$ cat src/rtl/fifo_uart_drain.sv
// fifo_uart_drain: pops one word per frame from a FIFO and shifts it out LSB first on txd.
// Define FIFO_UART_DRAIN_PARITY_EN to insert an even-parity bit between the data and stop bits.

module fifo_uart_drain #(
   parameter int unsigned MEMORY_WIDTH = 8,
   parameter int unsigned CLKS_PER_BIT = 868
) (
   input  logic                    clk,
   input  logic                    rst,
   input  logic                    txEnable,
   input  logic                    fifoEmpty,
   input  logic [MEMORY_WIDTH-1:0] fifoData,
   output logic                    fifoRdEn,
   output logic                    txd,
   output logic                    busy,
   output logic                    frameDone
);

   localparam int unsigned CntW = $clog2(CLKS_PER_BIT);
   localparam int unsigned IdxW = (MEMORY_WIDTH > 1) ? $clog2(MEMORY_WIDTH) : 1;
   localparam logic [CntW-1:0] CntLast   = CntW'(CLKS_PER_BIT - 1);
   localparam logic [CntW-1:0] CntPenult = CntW'(CLKS_PER_BIT - 2);
   localparam logic [IdxW-1:0] IdxLast   = IdxW'(MEMORY_WIDTH - 1);

`ifdef FIFO_UART_DRAIN_PARITY_EN
   typedef enum logic [2:0] {
      StIdle, StPop, StLoad, StStart, StData, StParity, StStop
   } state_e;
`else
   typedef enum logic [2:0] {
      StIdle, StPop, StLoad, StStart, StData, StStop
   } state_e;
`endif

   state_e                  state_q;
   logic [CntW-1:0]         cnt_q;
   logic [CntW-1:0]         cnt_nxt;
   logic [IdxW-1:0]         idx_q;
   logic [MEMORY_WIDTH-1:0] shreg_q;
   logic                    bit_end;
`ifdef FIFO_UART_DRAIN_PARITY_EN
   logic                    parity_q;
`endif

   // Bit timer wraps to zero on every bit boundary.
   assign bit_end = (cnt_q == CntLast);
   assign cnt_nxt = bit_end ? '0 : cnt_q + CntW'(1);

   always_ff @(posedge clk) begin
      if (rst) begin
         state_q   <= StIdle;
         cnt_q     <= '0;
         idx_q     <= '0;
         shreg_q   <= '0;
         txd       <= 1'b1;
         fifoRdEn  <= 1'b0;
         busy      <= 1'b0;
         frameDone <= 1'b0;
`ifdef FIFO_UART_DRAIN_PARITY_EN
         parity_q  <= 1'b0;
`endif
      end else begin
         fifoRdEn  <= 1'b0;
         frameDone <= 1'b0;
         unique case (state_q)
            StIdle: begin
               txd   <= 1'b1;
               cnt_q <= '0;
               idx_q <= '0;
               if (txEnable && !fifoEmpty) begin
                  state_q  <= StPop;
                  fifoRdEn <= 1'b1;
                  busy     <= 1'b1;
               end
            end
            StPop: begin
               state_q <= StLoad;
            end
            // FIFO output is valid in this cycle, one edge after the pop.
            StLoad: begin
               shreg_q <= fifoData;
`ifdef FIFO_UART_DRAIN_PARITY_EN
               parity_q <= ^fifoData;
`endif
               cnt_q   <= '0;
               txd     <= 1'b0;
               state_q <= StStart;
            end
            StStart: begin
               cnt_q <= cnt_nxt;
               if (bit_end) begin
                  txd     <= shreg_q[0];
                  shreg_q <= shreg_q >> 1;
                  idx_q   <= '0;
                  state_q <= StData;
               end
            end
            StData: begin
               cnt_q <= cnt_nxt;
               if (bit_end) begin
                  if (idx_q == IdxLast) begin
`ifdef FIFO_UART_DRAIN_PARITY_EN
                     txd     <= parity_q;
                     state_q <= StParity;
`else
                     txd     <= 1'b1;
                     state_q <= StStop;
`endif
                  end else begin
                     txd     <= shreg_q[0];
                     shreg_q <= shreg_q >> 1;
                     idx_q   <= idx_q + IdxW'(1);
                  end
               end
            end
`ifdef FIFO_UART_DRAIN_PARITY_EN
            StParity: begin
               cnt_q <= cnt_nxt;
               if (bit_end) begin
                  txd     <= 1'b1;
                  state_q <= StStop;
               end
            end
`endif
            // frameDone is set one edge early so it lands on the last stop cycle.
            StStop: begin
               cnt_q <= cnt_nxt;
               if (cnt_q == CntPenult) begin
                  frameDone <= 1'b1;
               end
               if (bit_end) begin
                  busy    <= 1'b0;
                  state_q <= StIdle;
               end
            end
            default: begin
               txd     <= 1'b1;
               busy    <= 1'b0;
               state_q <= StIdle;
            end
         endcase
      end
   end

endmodule

$ cat config.mk
export PLATFORM = sky130hd
export DESIGN_NAME = fifo_uart_drain
export DESIGN_NICKNAME = d
export VERILOG_FILES = /design/src/rtl/fifo_uart_drain.sv
export SDC_FILE = /design/constraint.sdc
export NUM_CORES = 1
export LEC_CHECK = 0
export BUFFER_PORTS_ARGS = -buffer_cell sky130_fd_sc_hd__clkbuf_2
export CORE_ASPECT_RATIO = 0.75
export CORE_MARGIN = 2
export CORE_UTILIZATION = 35
export CTS_CLUSTER_SIZE = 14
export DETAILED_ROUTE_END_ITERATION = 10
export GPL_ROUTABILITY_DRIVEN = 0
export PLACE_DENSITY = 0.57
export RECOVER_POWER = 25
export SLEW_MARGIN = 10
export SYNTH_ARGS = -nofsm -noshare
export SYNTH_HDL_FRONTEND = slang
export SYNTH_SLANG_ARGS = --single-unit
$ cat constraint.sdc
create_clock -name clk -period 2 [get_ports clk]
set_input_delay 0.1 -clock clk [delete_from_list [all_inputs] [get_ports clk]]
set_output_delay 0.1 -clock clk [all_outputs]
set_load 0.02 [all_outputs]
Word-level counts from Yosys, hierarchy flattened
Cells that the tools add are included.
{"block": "classes", "add_sub_neg": 2, "eq_ne": 14, "mux": 24, "bitwise_logic": 4, "n_reduce_logical": 17}
{"cell": "8-bit two-way mux", "n": 3}
{"cell": "8-bit case mux with 3 select lines", "n": 1}
{"cell": "3-bit two-way mux", "n": 7}
{"cell": "10-bit equality test (second input constant)", "n": 2}
{"cell": "10-bit case mux with 2 select lines", "n": 1}
{"cell": "3-bit case mux with 6 select lines", "n": 1}
{"cell": "2-bit != test (second input constant)", "n": 6}
{"cell": "10-bit by 1-bit adder with 10-bit output (second input constant)", "n": 1}
{"cell": "10-bit two-way mux", "n": 1}
{"cell": "3-bit equality test (second input constant)", "n": 3}
{"cell": "3-bit case mux with 3 select lines", "n": 1}
{"cell": "4-bit AND reduction", "n": 2}
{"cell": "2-bit OR reduction", "n": 4}
{"cell": "1-bit two-way mux", "n": 7}
{"cell": "3-bit by 2-bit equality test with 1-bit output (second input constant)", "n": 2}
{"cell": "3-bit AND reduction", "n": 2}
{"cell": "3-bit nonzero test", "n": 2}
{"cell": "5-bit AND reduction", "n": 1}
{"cell": "1-bit NOT", "n": 4}
{"cell": "1-bit case mux with 4 select lines", "n": 1}
{"cell": "4-bit OR reduction", "n": 1}
{"cell": "3-bit by 1-bit adder with 3-bit output (second input constant)", "n": 1}
{"cell": "3-bit by 1-bit equality test with 1-bit output (second input constant)", "n": 1}
{"cell": "3-bit zero test", "n": 1}
{"cell": "5 further kinds", "n": 5}
{"block": "word_totals", "register_bits": 28, "input_bits": 12, "output_inout_bits": 4, "elab_cells": 69}

Logic depth before layout (Yosys ltp)
{"block": "logic_depth", "depth_word": 4, "ltp_mapped": 6, "ltp_nobuf": 6}

Worst setup path after synthesis
No wires, ideal clock.
{"block": "synth_timing", "path_type": "reg-to-reg", "startpoint": "register idx_q[0]", "endpoint": "register idx_q[0]", "setup_ns": 0.070, "arrival_ns": 1.608, "t_required_ns": 1.930, "setup_slack_ns": 0.322, "stages_incl_launch_ff": 7, "path_buffers": 0, "period_less_slack_ns": 1.678, "path_cell_list": "dfxtp_1 ha_1 ha_1 a211oi_1 a31oi_1 or4_1 a21oi_1"}
{"block": "synth_via", "elab_chain_cells": 4, "word_cells_on_any_way": 7, "cone_classes": "add/sub: 1; eq/ne: 2; mux: 3; reduce/logical: 1"}
{"element": "start: declaration", "line": "38", "source": "logic [IdxW-1:0] idx_q;"}
{"element": "start signal: assignment", "line": "112", "source": "idx_q <= idx_q + IdxW'(1);"}
{"element": "3-bit by 1-bit adder with 3-bit output", "line": "112"}
{"element": "3-bit two-way mux", "line": "101", "source": "if (idx_q == IdxLast) begin"}
{"element": "3-bit two-way mux", "line": "100", "source": "if (bit_end) begin"}
{"element": "3-bit case mux with 3 select lines", "line": "65", "source": "unique case (state_q)"}
Several ways; a longest one is shown, not always the timed one. The select of a mux whose other input is x is not followed.
A chain may end at the register's enable or synchronous reset.

Worst setup path after layout
{"block": "layout_timing", "startpoint": "register state_q[2]", "endpoint": "register shreg_q[0]"}
{"block": "layout_via", "elab_chain_cells": 3, "word_cells_on_any_way": 9, "cone_classes": "eq/ne: 6; mux: 1; reduce/logical: 2"}
{"element": "start: declaration", "line": "35", "source": "state_e state_q;"}
{"element": "start signal: assignment", "line": "51", "source": "state_q <= StIdle;"}
{"element": "start signal: assignment", "line": "71", "source": "state_q <= StPop;"}
{"element": "start signal: assignment", "line": "77", "source": "state_q <= StLoad;"}
{"element": "3-bit equality test or 3-bit by 2-bit equality test with 1-bit output (tied branches)", "line": "65"}
{"element": "2-bit != test (no line) or 3-bit nonzero test (tied branches)"}
{"element": "4-bit AND reduction (no line)"}
{"element": "end signal: assignment", "line": "81", "source": "shreg_q <= fifoData;"}
{"element": "end signal: assignment", "line": "93", "source": "shreg_q <= shreg_q >> 1;"}
{"element": "end signal: assignment", "line": "111", "source": "shreg_q <= shreg_q >> 1;"}
{"element": "end: declaration", "line": "39", "source": "logic [MEMORY_WIDTH-1:0] shreg_q;"}
Several ways; a longest one is shown, not always the timed one.

==> results_dict.tcl <==
set metrics [dict create \
    fp.dieH_um 60.1 \
    dp_hpwl_um 2520 \
    yosysWarnings 0 \
    synth_top_area_share_pct 38.2 \
    avgRoutedWirePerCell_um 14.1 \
    ys.flop_type "dfxtp_1" \
    synthesis.nets 192 \
    fmax_mhz 537 \
    path_common_cell "nand2_1" \
    final_util_pct 41.6 \
    clockBufferDepth 2 \
    grt_max_degree 26 \
    antenna_found_initial 0 \
    htree_num_levels 1 \
    multi_input_area_um2 846 \
    cp_cell_sequence "or3b_1 > buf_4 > nand2_1 > nand2_1 > a311oi_1" \
    final_layout_size_suffix_gt1_share_pct 17.2 \
    drtAntennaViolNets 0 \
    worst_pin_slew_ns 0.549 \
    finClkSkew_ns 0.00459 \
    cp_max_fo 10 \
    powerDensity_mw_per_mm2 969 \
    final_area_mm2 0.00168 \
    numPlacedInstances 243 \
    ys_ff_latch 28 \
    drtPass1Iterations 5 \
    synth-edff-count 0 \
    async_reset_ff_share_pct 0 \
    grt_pass1_vias 1280 \
    final_common_cell "dfxtp_1" \
    coreArea_mm2 0.00403 \
    avgViaCountPerCell 5.68 \
    cts-buffers-inserted 3 \
    wirelength_um 3490 \
    grt_usage_pct 16.6 \
    grt_pass1_wl_um 6150 \
    placed_cell_area_mm2 0.00163 \
    synthTopCellsByArea "dfxtp_1, a21oi_1, nand2_1" \
    drc 0 \
    min_period_over_period_pct 93.1 \
    yosysTopAreaCell "dfxtp_1" \
    clk_latency_ns 0.28 \
    diodes 0 \
    ir_drop_mv 0.306 \
    drt_iter0_drc 125 \
    gr-total-overflow 0 \
    slew_headroom_pct 63.4 \
    portBuffers 15 \
    slowest_stage "dfxtp_1" \
    rsz0062_at_grt "no" \
    worst_setup_path_start_kind "flip-flop" \
    hold_viol_final 0 \
    die_area_mm2 0.00473 \
    critPathKind "reg2reg" \
    cp.required_ns 2.18 \
    cts_root_buffer "clkbuf_8" \
    die_x_um 78.8 \
    cts.sinks 28 \
    ys_seq_area_share_pct 38.2 \
    rows 20 \
    min_period_ns 1.86 \
    end_kind "flip-flop" \
    worstPathArrival_ns 2.05 \
    worstHoldPathType "in2reg" \
    start_util_pct 36.4 \
    fill_cells 406 \
    nets 210 \
    drv_slew 0 \
    ios 16 \
    setup_tns_ns 0 \
    num_vias 1402 \
    power.leakage_nw 0.595 \
    seq_area_um2 561 \
    outcome "finished clean" \
    syn-cell-area_mm2 0.00147 \
    cts_tree "yes" \
    syn-mean-instance-area_um2 8.34 \
    area_growth_pct 14.2 \
    netlist_instances 176 \
    path_clk_slew_ns 0.09 \
    layout.cells.non_filler 247 \
    maxCapViolCount 0 \
    setup_viol 0 \
    layout_common_cells "dfxtp_1, nand2_1, a21oi_1" \
    crit_path_max_incr_delay_ns 0.50 \
    yosysUniqueCellTypes 44 \
]
[cell usage after synthesis (2+ instances only)]
| cell type | instances |
|---|---|
| inv_1 | 6 |
| nand3b_1 | 3 |
| o21ai_0 | 7 |
| a211oi_1 | 3 |
| nand2_1 | 21 |
| o31ai_1 | 3 |
| nor2_1 | 7 |
| buf_2 | 3 |
| a31oi_1 | 3 |
| mux2i_1 | 2 |
| clkbuf_1 | 7 |
| ha_1 | 4 |
| nand3_1 | 12 |
| nor4_1 | 2 |
| or4_1 | 4 |
| nor3_1 | 4 |
| nand4_1 | 2 |
| nand2b_1 | 3 |
| dfxtp_1 | 28 |
| a311oi_1 | 7 |
| a21oi_1 | 21 |
| nand4b_1 | 2 |
[metal layers]
layer | vias up | global-route usage, % | part of all wire, %
met1 | 655 | 23.8 | 50
met3 | 5 | 4.38 | 6.4
met4 | 0 | 4.76 | 1.1
met5 | - | 0 | 0
met2 | 41 | 24.5 | 43
li1 | 701 | - | -
[power by group]
part / switching [mW] / total, mW / internal (mW)
Sequential: 0.0813 / 0.730 / 0.648
Clock: 0.172 / 0.308 / 0.136
Combinational: 0.351 / 0.587 / 0.236
Total: 0.604 / 1.62 / 1.02
[final cells by class]
type | instances | share of cell area (%)
repair buffers | 24 | 8.21
flip-flops and latches | 28 | 33.4
clock buffers | 3 | 2.46
well taps | 55 | 4.10
multi-input cells | 131 | 50.4
inverters | 6 | 1.34
[through the flow]
stage / setup WS (ns) / hold WS, ns / power (mW)
2_1_floorplan: 0.322 / 0.254 / 1.14
3_3_place_gp: 0.214 / 0.357 / 1.29
3_5_place_dp: 0.160 / 0.369 / 1.31
4_1_cts: 0.138 / 0.0648 / 1.62
5_1_grt: 0.00369 / 0.0657 / 1.73
6_report: 0.139 / 0.0683 / 1.62
[final timing paths]
path	startpoint	end	slack, ns	cells past startpoint
min	fifoData[7]	shreg_q[7]	0.07	3
max reg2reg	state_q[2]	shreg_q[0]	0.14	5
max	state_q[2]	shreg_q[0]	0.14	5
min reg2reg	shreg_q[4]	shreg_q[3]	0.49	2
[state kept, by name, summed over array words and instances (netlist names)]
register and cells:
state_q 3, txd 1, shreg_q 8, frameDone 1
idx_q 3, cnt_q 10, fifoRdEn 1, busy 1
[repair_timing]
action                     CTS  global route
resized for setup            0             3
hold buffers                 0             0
buffers inserted             0             1
setup endpoints to repair    0            11
[critical path, delay by kind of cell (launching register included)]
| kind | cells | cell delay (ns) |
|---|---|---|
| buffers and inverters | 1 | 0.20 |
| AND/OR/NAND/NOR | 3 | 0.80 |
| AO/OA/AOI/OAI | 1 | 0.27 |
| flip-flops | 1 | 0.50 |
[cells by family (layout without fill, tap and decap cells)]
group | after synthesis | in the layout | share of synthesized area (%)
DFF | 28 | 28 | 38.2
AOI/OAI and AO/OA | 56 | 56 | 25.7
buffers and inverters | 17 | 33 | 4.69
adders and majority gates | 4 | 4 | 3.41
muxes | 3 | 3 | 2.13
and+or+nand+nor | 68 | 68 | 25.8
Note: power is estimated with default switching activity, not from simulation.
